File: config.mk
export PLATFORM = sky130hd
export DESIGN_NAME = fir_filter_param
export DESIGN_NICKNAME = d
export VERILOG_FILES = /design/src/rtl/fir_filter_param.sv
export SDC_FILE = /design/constraint.sdc
export NUM_CORES = 1
export LEC_CHECK = 0
export ABC_CLOCK_PERIOD_IN_PS = 5130
export BUFFER_PORTS_ARGS = -buffer_cell sky130_fd_sc_hd__buf_4
export CAP_MARGIN = 40
export CORE_MARGIN = 8
export CORE_UTILIZATION = 45
export CTS_CLUSTER_DIAMETER = 30
export CTS_CLUSTER_SIZE = 30
export DETAILED_ROUTE_END_ITERATION = 16
export GPL_TIMING_DRIVEN = 0
export MAX_ROUTING_LAYER = met4
export PLACE_DENSITY = 0.72
export RECOVER_POWER = 100
export SLEW_MARGIN = 20
export SYNTH_ARGS = -nofsm -noshare
export SYNTH_HDL_FRONTEND = slang
export SYNTH_SLANG_ARGS = --single-unit
File: constraint.sdc
create_clock -name CLK -period 5.13 [get_ports CLK]
set_input_delay 0 -clock CLK [delete_from_list [all_inputs] [get_ports CLK]]
set_output_delay 0 -clock CLK [all_outputs]
set_load 0.01 [all_outputs]
File: src/rtl/fir_filter_param.sv
// fir_filter_param
//   Two-stage pipelined FIR filter with runtime-writable coefficients,
//   rounding right-shift, unsigned saturation and a per-sample bypass.
//
//   Pipeline: a sample accepted in cycle t (in_valid=1) has its products
//   registered at the end of t. Sum/round/saturate is registered at the end
//   of t+1, so out_valid/out/sat are visible during cycle t+2. One sample per
//   cycle, no backpressure.
//
// Ports
//   CLK        in   1                 clock, rising edge
//   RST        in   1                 synchronous active-high reset
//   in_valid   in   1                 a carries a new sample
//   a          in   WIDTH             input sample (unsigned)
//   bypass     in   1                 this sample skips the filter
//   coef_we    in   1                 coefficient write strobe
//   coef_addr  in   max(1,clog2 TAPS) tap index (0 = newest sample)
//   coef_data  in   CW                coefficient value (unsigned)
//   out_valid  out  1                 one-cycle pulse per accepted sample
//   out        out  WIDTH             filtered (or bypassed) sample
//   sat        out  1                 result was clipped to 2^WIDTH-1
module fir_filter_param #(
    parameter int WIDTH = 8,
    parameter int TAPS  = 3,
    parameter int CW    = 8,
    parameter int SHIFT = 2
) (
    input  logic                                    CLK,
    input  logic                                    RST,
    input  logic                                    in_valid,
    input  logic [WIDTH-1:0]                        a,
    input  logic                                    bypass,
    input  logic                                    coef_we,
    input  logic [((TAPS > 1) ? $clog2(TAPS) : 1)-1:0] coef_addr,
    input  logic [CW-1:0]                           coef_data,
    output logic                                    out_valid,
    output logic [WIDTH-1:0]                        out,
    output logic                                    sat
);

    localparam int AW    = (TAPS > 1) ? $clog2(TAPS) : 1;
    localparam int LT    = $clog2(TAPS);
    localparam int PW    = WIDTH + CW;
    localparam int ACC_W = WIDTH + CW + LT;
    // One spare bit so adding the rounding constant can never wrap.
    localparam int RW    = ACC_W + 1;
    localparam int HN    = TAPS - 1;

    localparam logic [RW-1:0] RND   = (SHIFT > 0) ? (RW'(1) << ((SHIFT > 0) ? SHIFT - 1 : 0)) : '0;
    localparam logic [AW:0]   TAPS_L = (AW + 1)'(TAPS);

    // Reset coefficient value: binomial C(n,k), built incrementally so every
    // intermediate division is exact.
    function automatic logic [CW-1:0] binom(input int n, input int k);
        int r;
        r = 1;
        for (int i = 0; i < k; i++) begin
            r = (r * (n - i)) / (i + 1);
        end
        return CW'(r);
    endfunction

    // ---------------------------------------------------------------
    // State
    // ---------------------------------------------------------------
    logic [CW-1:0]    coef_q [TAPS];
    logic [CW-1:0]    coef_d [TAPS];
    logic [WIDTH-1:0] hist_q [HN];
    logic [WIDTH-1:0] hist_d [HN];

    logic [PW-1:0]    prod_q [TAPS];
    logic [PW-1:0]    prod_d [TAPS];
    logic             v1_q;
    logic             byp1_q;
    logic [WIDTH-1:0] raw1_q;

    logic             v2_q;
    logic [WIDTH-1:0] out_q;
    logic [WIDTH-1:0] out_d;
    logic             sat_q;
    logic             sat_d;

    // ---------------------------------------------------------------
    // Stage 0: sample window, products, history and coefficient update
    // ---------------------------------------------------------------
    logic [WIDTH-1:0] win [TAPS];

    always_comb begin
        win[0] = a;
        for (int k = 1; k < TAPS; k++) begin
            win[k] = hist_q[k-1];
        end
    end

    // Products use the coefficients as they stand before this edge, so a
    // write in the same cycle only affects later samples.
    always_comb begin
        for (int k = 0; k < TAPS; k++) begin
            prod_d[k] = PW'(win[k]) * PW'(coef_q[k]);
        end
    end

    always_comb begin
        for (int i = 0; i < HN; i++) begin
            hist_d[i] = hist_q[i];
        end
        if (in_valid) begin
            hist_d[0] = a;
            for (int i = 1; i < HN; i++) begin
                hist_d[i] = hist_q[i-1];
            end
        end
    end

    always_comb begin
        for (int k = 0; k < TAPS; k++) begin
            coef_d[k] = coef_q[k];
        end
        if (coef_we && ({1'b0, coef_addr} < TAPS_L)) begin
            coef_d[coef_addr] = coef_data;
        end
    end

    always_ff @(posedge CLK) begin
        if (RST) begin
            for (int k = 0; k < TAPS; k++) begin
                coef_q[k] <= binom(TAPS - 1, k);
                prod_q[k] <= '0;
            end
            for (int i = 0; i < HN; i++) begin
                hist_q[i] <= '0;
            end
            v1_q   <= 1'b0;
            byp1_q <= 1'b0;
            raw1_q <= '0;
        end else begin
            for (int k = 0; k < TAPS; k++) begin
                coef_q[k] <= coef_d[k];
            end
            for (int i = 0; i < HN; i++) begin
                hist_q[i] <= hist_d[i];
            end
            v1_q <= in_valid;
            if (in_valid) begin
                for (int k = 0; k < TAPS; k++) begin
                    prod_q[k] <= prod_d[k];
                end
                byp1_q <= bypass;
                raw1_q <= a;
            end
        end
    end

    // ---------------------------------------------------------------
    // Stage 1 -> 2: sum, round, shift, saturate (or pass raw sample)
    // ---------------------------------------------------------------
    logic [ACC_W-1:0] acc;
    logic [RW-1:0]    rnd;
    logic [RW-1:0]    shifted;

    always_comb begin
        acc = '0;
        for (int k = 0; k < TAPS; k++) begin
            acc = acc + ACC_W'(prod_q[k]);
        end
        rnd     = {1'b0, acc} + RND;
        shifted = rnd >> SHIFT;

        out_d = shifted[WIDTH-1:0];
        sat_d = 1'b0;
        if (byp1_q) begin
            out_d = raw1_q;
        end else if (|shifted[RW-1:WIDTH]) begin
            out_d = {WIDTH{1'b1}};
            sat_d = 1'b1;
        end
    end

    always_ff @(posedge CLK) begin
        if (RST) begin
            v2_q  <= 1'b0;
            out_q <= '0;
            sat_q <= 1'b0;
        end else begin
            v2_q <= v1_q;
            // Outputs hold between valid pulses.
            if (v1_q) begin
                out_q <= out_d;
                sat_q <= sat_d;
            end
        end
    end

    assign out_valid = v2_q;
    assign out       = out_q;
    assign sat       = sat_q;

endmodule

# After elaboration in Yosys (flattened, before gate mapping)

Memories as Yosys holds them, arrays and structs flattened.
Index checks and enable logic that the tools add are counted.

Add/sub/neg operators: 3
Multipliers: 3
Order comparisons: 3
Multiplexer cells: 23
Bitwise logic cells: 9
Reductions and logical operators: 3

Operators by type and width:

| cell                                                                         | count |
|---|---|
| 16-bit two-way mux                                                           | 4 |
| 8-bit two-way mux                                                            | 8 |
| 8-bit by 8-bit multiplier with 16-bit output                                 | 3 |
| 24-bit bitwise mux                                                           | 1 |
| 24-bit two-way mux                                                           | 1 |
| 18-bit by 2-bit adder with 19-bit output, second input constant              | 1 |
| 17-bit by 16-bit adder with 18-bit output                                    | 1 |
| 16-bit by 16-bit adder with 17-bit output                                    | 1 |
| 8-bit demux with 2-bit select                                                | 1 |
| 9-bit OR reduction                                                           | 1 |
| 1-bit two-way mux                                                            | 8 |
| 1-bit OR                                                                     | 8 |
| 3-bit >= comparator, second input constant                                   | 1 |
| 3-bit by 1-bit less-than comparator with 1-bit output, second input constant | 1 |
| 2-bit NOT with 3-bit output                                                  | 1 |
| 1-bit logical AND                                                            | 2 |
| 2-bit less-than comparator, second input constant                            | 1 |

Register bits: 20
Bits in writable memories: 88
Input port bits: 23
Output and inout port bits: 10
Logic and storage cells: 53
Memories: 3

Memories:

| memory | depth | width | rd ports | clocked after Yosys merged registers in | wr ports | line | source |
|---|---|---|---|---|---|---|---|
| prod_q | 3     | 16    | 3        | 0                                       | 3        | 71   | `logic [PW-1:0] prod_q [TAPS];` |
| coef_q | 3     | 8     | 3        | 0                                       | 3        | 66   | `logic [CW-1:0] coef_q [TAPS];` |
| hist_q | 2     | 8     | 2        | 0                                       | 2        | 68   | `logic [WIDTH-1:0] hist_q [HN];` |

# Longest topological paths before layout

Word-level depth: 8
Mapped depth: 18
Gate-level depth less buffers: 17

# Worst setup path after synthesis

No wires, ideal clock.

Path type: reg-to-reg
Start: reg raw1_q[5] (netlist name)
End: mem prod_q[0][31] in the netlist's numbering, data pin
Setup time: 0.131 ns
Arrival: 4.127 ns
Data required time: 4.999 ns
Setup slack: 0.872 ns
Cell stages (with the launch flop): 17
Buffers on the path: 1
Period minus slack after synthesis: 4.258 ns
Cell sequence: dfxtp_1 clkbuf_1 nand2_1 fa_1 fa_1 inv_1 fa_1 inv_1 fa_1 inv_1 ha_1 o21ai_0 a21o_1 a21oi_1 nor3_1 or4_1 nand2_1

RTL lines:

| item          | line |
|---|---|
| end, declared | 71 |

==> impl_metrics.tcl <==
set metrics [dict create \
    comb_power_share_pct 26.1 \
    synth_edf_count 48 \
    fin_cells 1560 \
    design.core.area_um2 24100 \
    vias 8046 \
    drc 0 \
    die_h_um 172 \
    critPathTopFamily "adder cells" \
    peakVddDrop_mv 0.146 \
    final_common_cell "inv_1" \
    power_frac_clock_pct 30.9 \
    cp_max_fo 10 \
    synth-simple-area-share_pct 19.5 \
    syn_avg_cell_area_um2 9.35 \
    drive_gt1_share_pct 3.56 \
    port_buffers 29 \
    power.share.switching_pct 32.6 \
    fmax_mhz 209 \
    synth_top_cell_area_share_pct 22.4 \
    synth-xor-area-share_pct 2.87 \
    yosys_warnings 0 \
    required_ns 5.35 \
    cts_tree "yes" \
    worst_slack_ns 0.347 \
    critPathSlowestCell "fa_1" \
    place_congestion 0.856 \
    cts.sinks 100 \
    hold_path_class "in -> reg" \
    via_per_inst 5.16 \
    cts_buffer_depth 2 \
    pre_cts_ws_ns 0.375 \
    path_class "reg -> reg" \
    finalSetupTns_ns 0 \
    post_drt_wl_per_cell_um 15.8 \
    netlist-cell-type-count 60 \
    postSynth.asyncResetShare_pct 0 \
    place_area_um2 11600 \
    synthCells 1174 \
    seq_power_share_pct 43.0 \
    syn_to_final_growth_pct 9.33 \
    synth_top_family_by_area "adder cells" \
    fin_crit_sh_pct 93.2 \
    power_mw 2.15 \
    p_sw_uw 702 \
    failed_checks "capacitance limit, slew limit" \
    grt_max_degree 35 \
    synthAdderAreaFrac_pct 36.6 \
    root_buffer "clkbuf_16" \
    rows 57 \
    finalClockSkew_ns 0.0130 \
    dieArea_um2 29600 \
    worstMarginPinSlew_ns 1.78 \
    slew_headroom_pct -18.8 \
    yosys_register_bits 100 \
    syn_nets 1444 \
    fp.dieW_um 172 \
    grt_pass1_vias 8371 \
    rsz0062_at_grt "false" \
    ys.flop_type "dfxtp_1" \
    start_util_pct 45.5 \
    grt_pass1_wl_um 41400 \
    muxShareOfSynthArea_pct 3.66 \
    post_cts_resized 0 \
    hold_viol_final 0 \
    place_hpwl_um 19700 \
    postCtsHoldBufs 16 \
    synth_compound_gate_area_share_pct 6.93 \
    end_kind "flip-flop" \
    yosysSeqAreaShare_pct 22.6 \
    p_per_area_nw_per_um2 179 \
    period_minus_slack_ns 4.78 \
    clk_latency_ns 0.36 \
    grt.overflow.total 0 \
    antenna_left 0 \
    routed_wl_um 24600 \
    setup_viol 0 \
    firstDrtPassIters 5 \
    io_pins 33 \
    path_buf_inv 4 \
    nets 1501 \
    drv_slew 35 \
    cp.arrival_ns 5.01 \
    p_leak_nw 5.94 \
    grtUsageTotal_pct 18.2 \
    final_cell_mix "inv_1 (190), and2_1 (139), ha_1 (124), fa_1 (123), nor2_1 (93)" \
    yosys.area.top_type "fa_1" \
    cts_setup_buffers 0 \
    p_int_mw 1.45 \
    crit_top_cell "fa_1" \
    htreeDepth 3 \
    drt_iter0_drc 453 \
    max_stage_delay_ns 0.54 \
    antenna_cells 0 \
    final_area_um2 12000 \
    crit_chain "clkbuf_1 > nand2_1 > fa_1 > fa_1 > inv_1 > fa_1 > inv_1 > fa_1 > inv_1 > ha_1 > o21ai_0 > a21o_1 > a21oi_1 > nor3_1 > or4_1 > nand2_1" \
    antenna_found_initial 0 \
    maxCapViolCount 1 \
    cts_made_buffers 9 \
    ys_top_cells_by_area "fa_1 (22%), ha_1 (14%), edfxtp_1 (13%)" \
    syn-cell-area_um2 11000 \
    placed_cells 1528 \
    crit_path_start_kind "flip-flop" \
    path_clk_slew_ns 0.08 \
    outcome "complete, but fails checks" \
]
-- cell families (layout without fill, tap and decap cells) --
family                     count (synthesis)  count (layout)
xor gates and xnor gates                  36              36
and+or+nand+nor                          412             412
adders and majority gates                247             247
DFF                                      100             100
buffers and inverters                    226             288
muxes                                     40              40
AOI/OAI and AO/OA                        113             113
-- sequential cells by signal (all words and copies together) (netlist names) --
name and flops:
prod_q 48, v1_q 1, out_valid 1, byp1_q 1, raw1_q 7, hist_q 9, sat 1, out 8
coef_q 24
-- worst min-delay path: cells and delay by family --
family	cells	cell delay [ns]
buffers and inverters	1	0.15
multiplexers	1	0.09
AND/OR/NAND/NOR	1	0.08
-- worst paths after layout --
path	slack, ns	cells after the start	start	endpoint
min	0.01	3	a[1]	raw1_q[1]$_SDFFE_PP0P_
max	0.35	16	raw1_q[5]$_SDFFE_PP0P_	prod_q[0][31]$_SDFFCE_PN0P_
min reg2reg	0.48	2	sat$_SDFFE_PP0P_	sat$_SDFFE_PP0P_
max reg2reg	0.35	16	raw1_q[5]$_SDFFE_PP0P_	prod_q[0][31]$_SDFFCE_PN0P_
-- area by class of cell --
class | count | area (um2)
timing repair buffer | 46 | 344
inverter | 190 | 713
multi-input combinational | 848 | 7620
fill | 2284 | 12100
buffer | 36 | 148
sequential | 100 | 2480
clock buffer | 10 | 229
tap | 324 | 405
clock inverter | 6 | 57.6
-- metrics by stage --
stage                     util (%)  hold slack [ns]
after floorplan                  -            0.118
after global routing          49.8           0.0198
after global placement        48.1            0.241
after CTS                     50.0          0.00140
after detailed placement      48.2            0.242
final                         49.8           0.0103
-- synth_stat cells, types with 6 or more instances --
| library cell | count |
|---|---|
| dfxtp_1 | 52 |
| xor2_1 | 17 |
| nor2b_1 | 15 |
| nor3_1 | 23 |
| xnor2_1 | 19 |
| o21ai_0 | 22 |
| fa_1 | 123 |
| a31oi_1 | 8 |
| nand3_1 | 14 |
| clkbuf_1 | 25 |
| edfxtp_1 | 48 |
| buf_1 | 7 |
| inv_1 | 190 |
| nor2_1 | 92 |
| mux2i_1 | 39 |
| nand2_1 | 76 |
| nand2b_1 | 11 |
| a21oi_1 | 27 |
| a21o_1 | 10 |
| and2_1 | 152 |
| ha_1 | 124 |
| and3_1 | 6 |
-- power by group through the flow --
stage	logic, mW	clock network [mW]	registers, mW
finish	0.562	0.664	0.926
global route	0.631	0.705	0.932
CTS	0.573	0.674	0.925
detailed placement	0.558	0	0.943
global placement	0.541	0	0.941
floorplan	0.400	0	0.926
-- metal layers --
metal / routed length [um] / share of wire, % / track usage (%)
met1: 11000 / 45 / 22.3
met2: 12100 / 49 / 31.0
met3: 905 / 3.7 / 2.44
met4: 626 / 2.5 / 5.47
met5: 0 / 0 / -
Note: power is estimated with default switching activity, not from simulation.
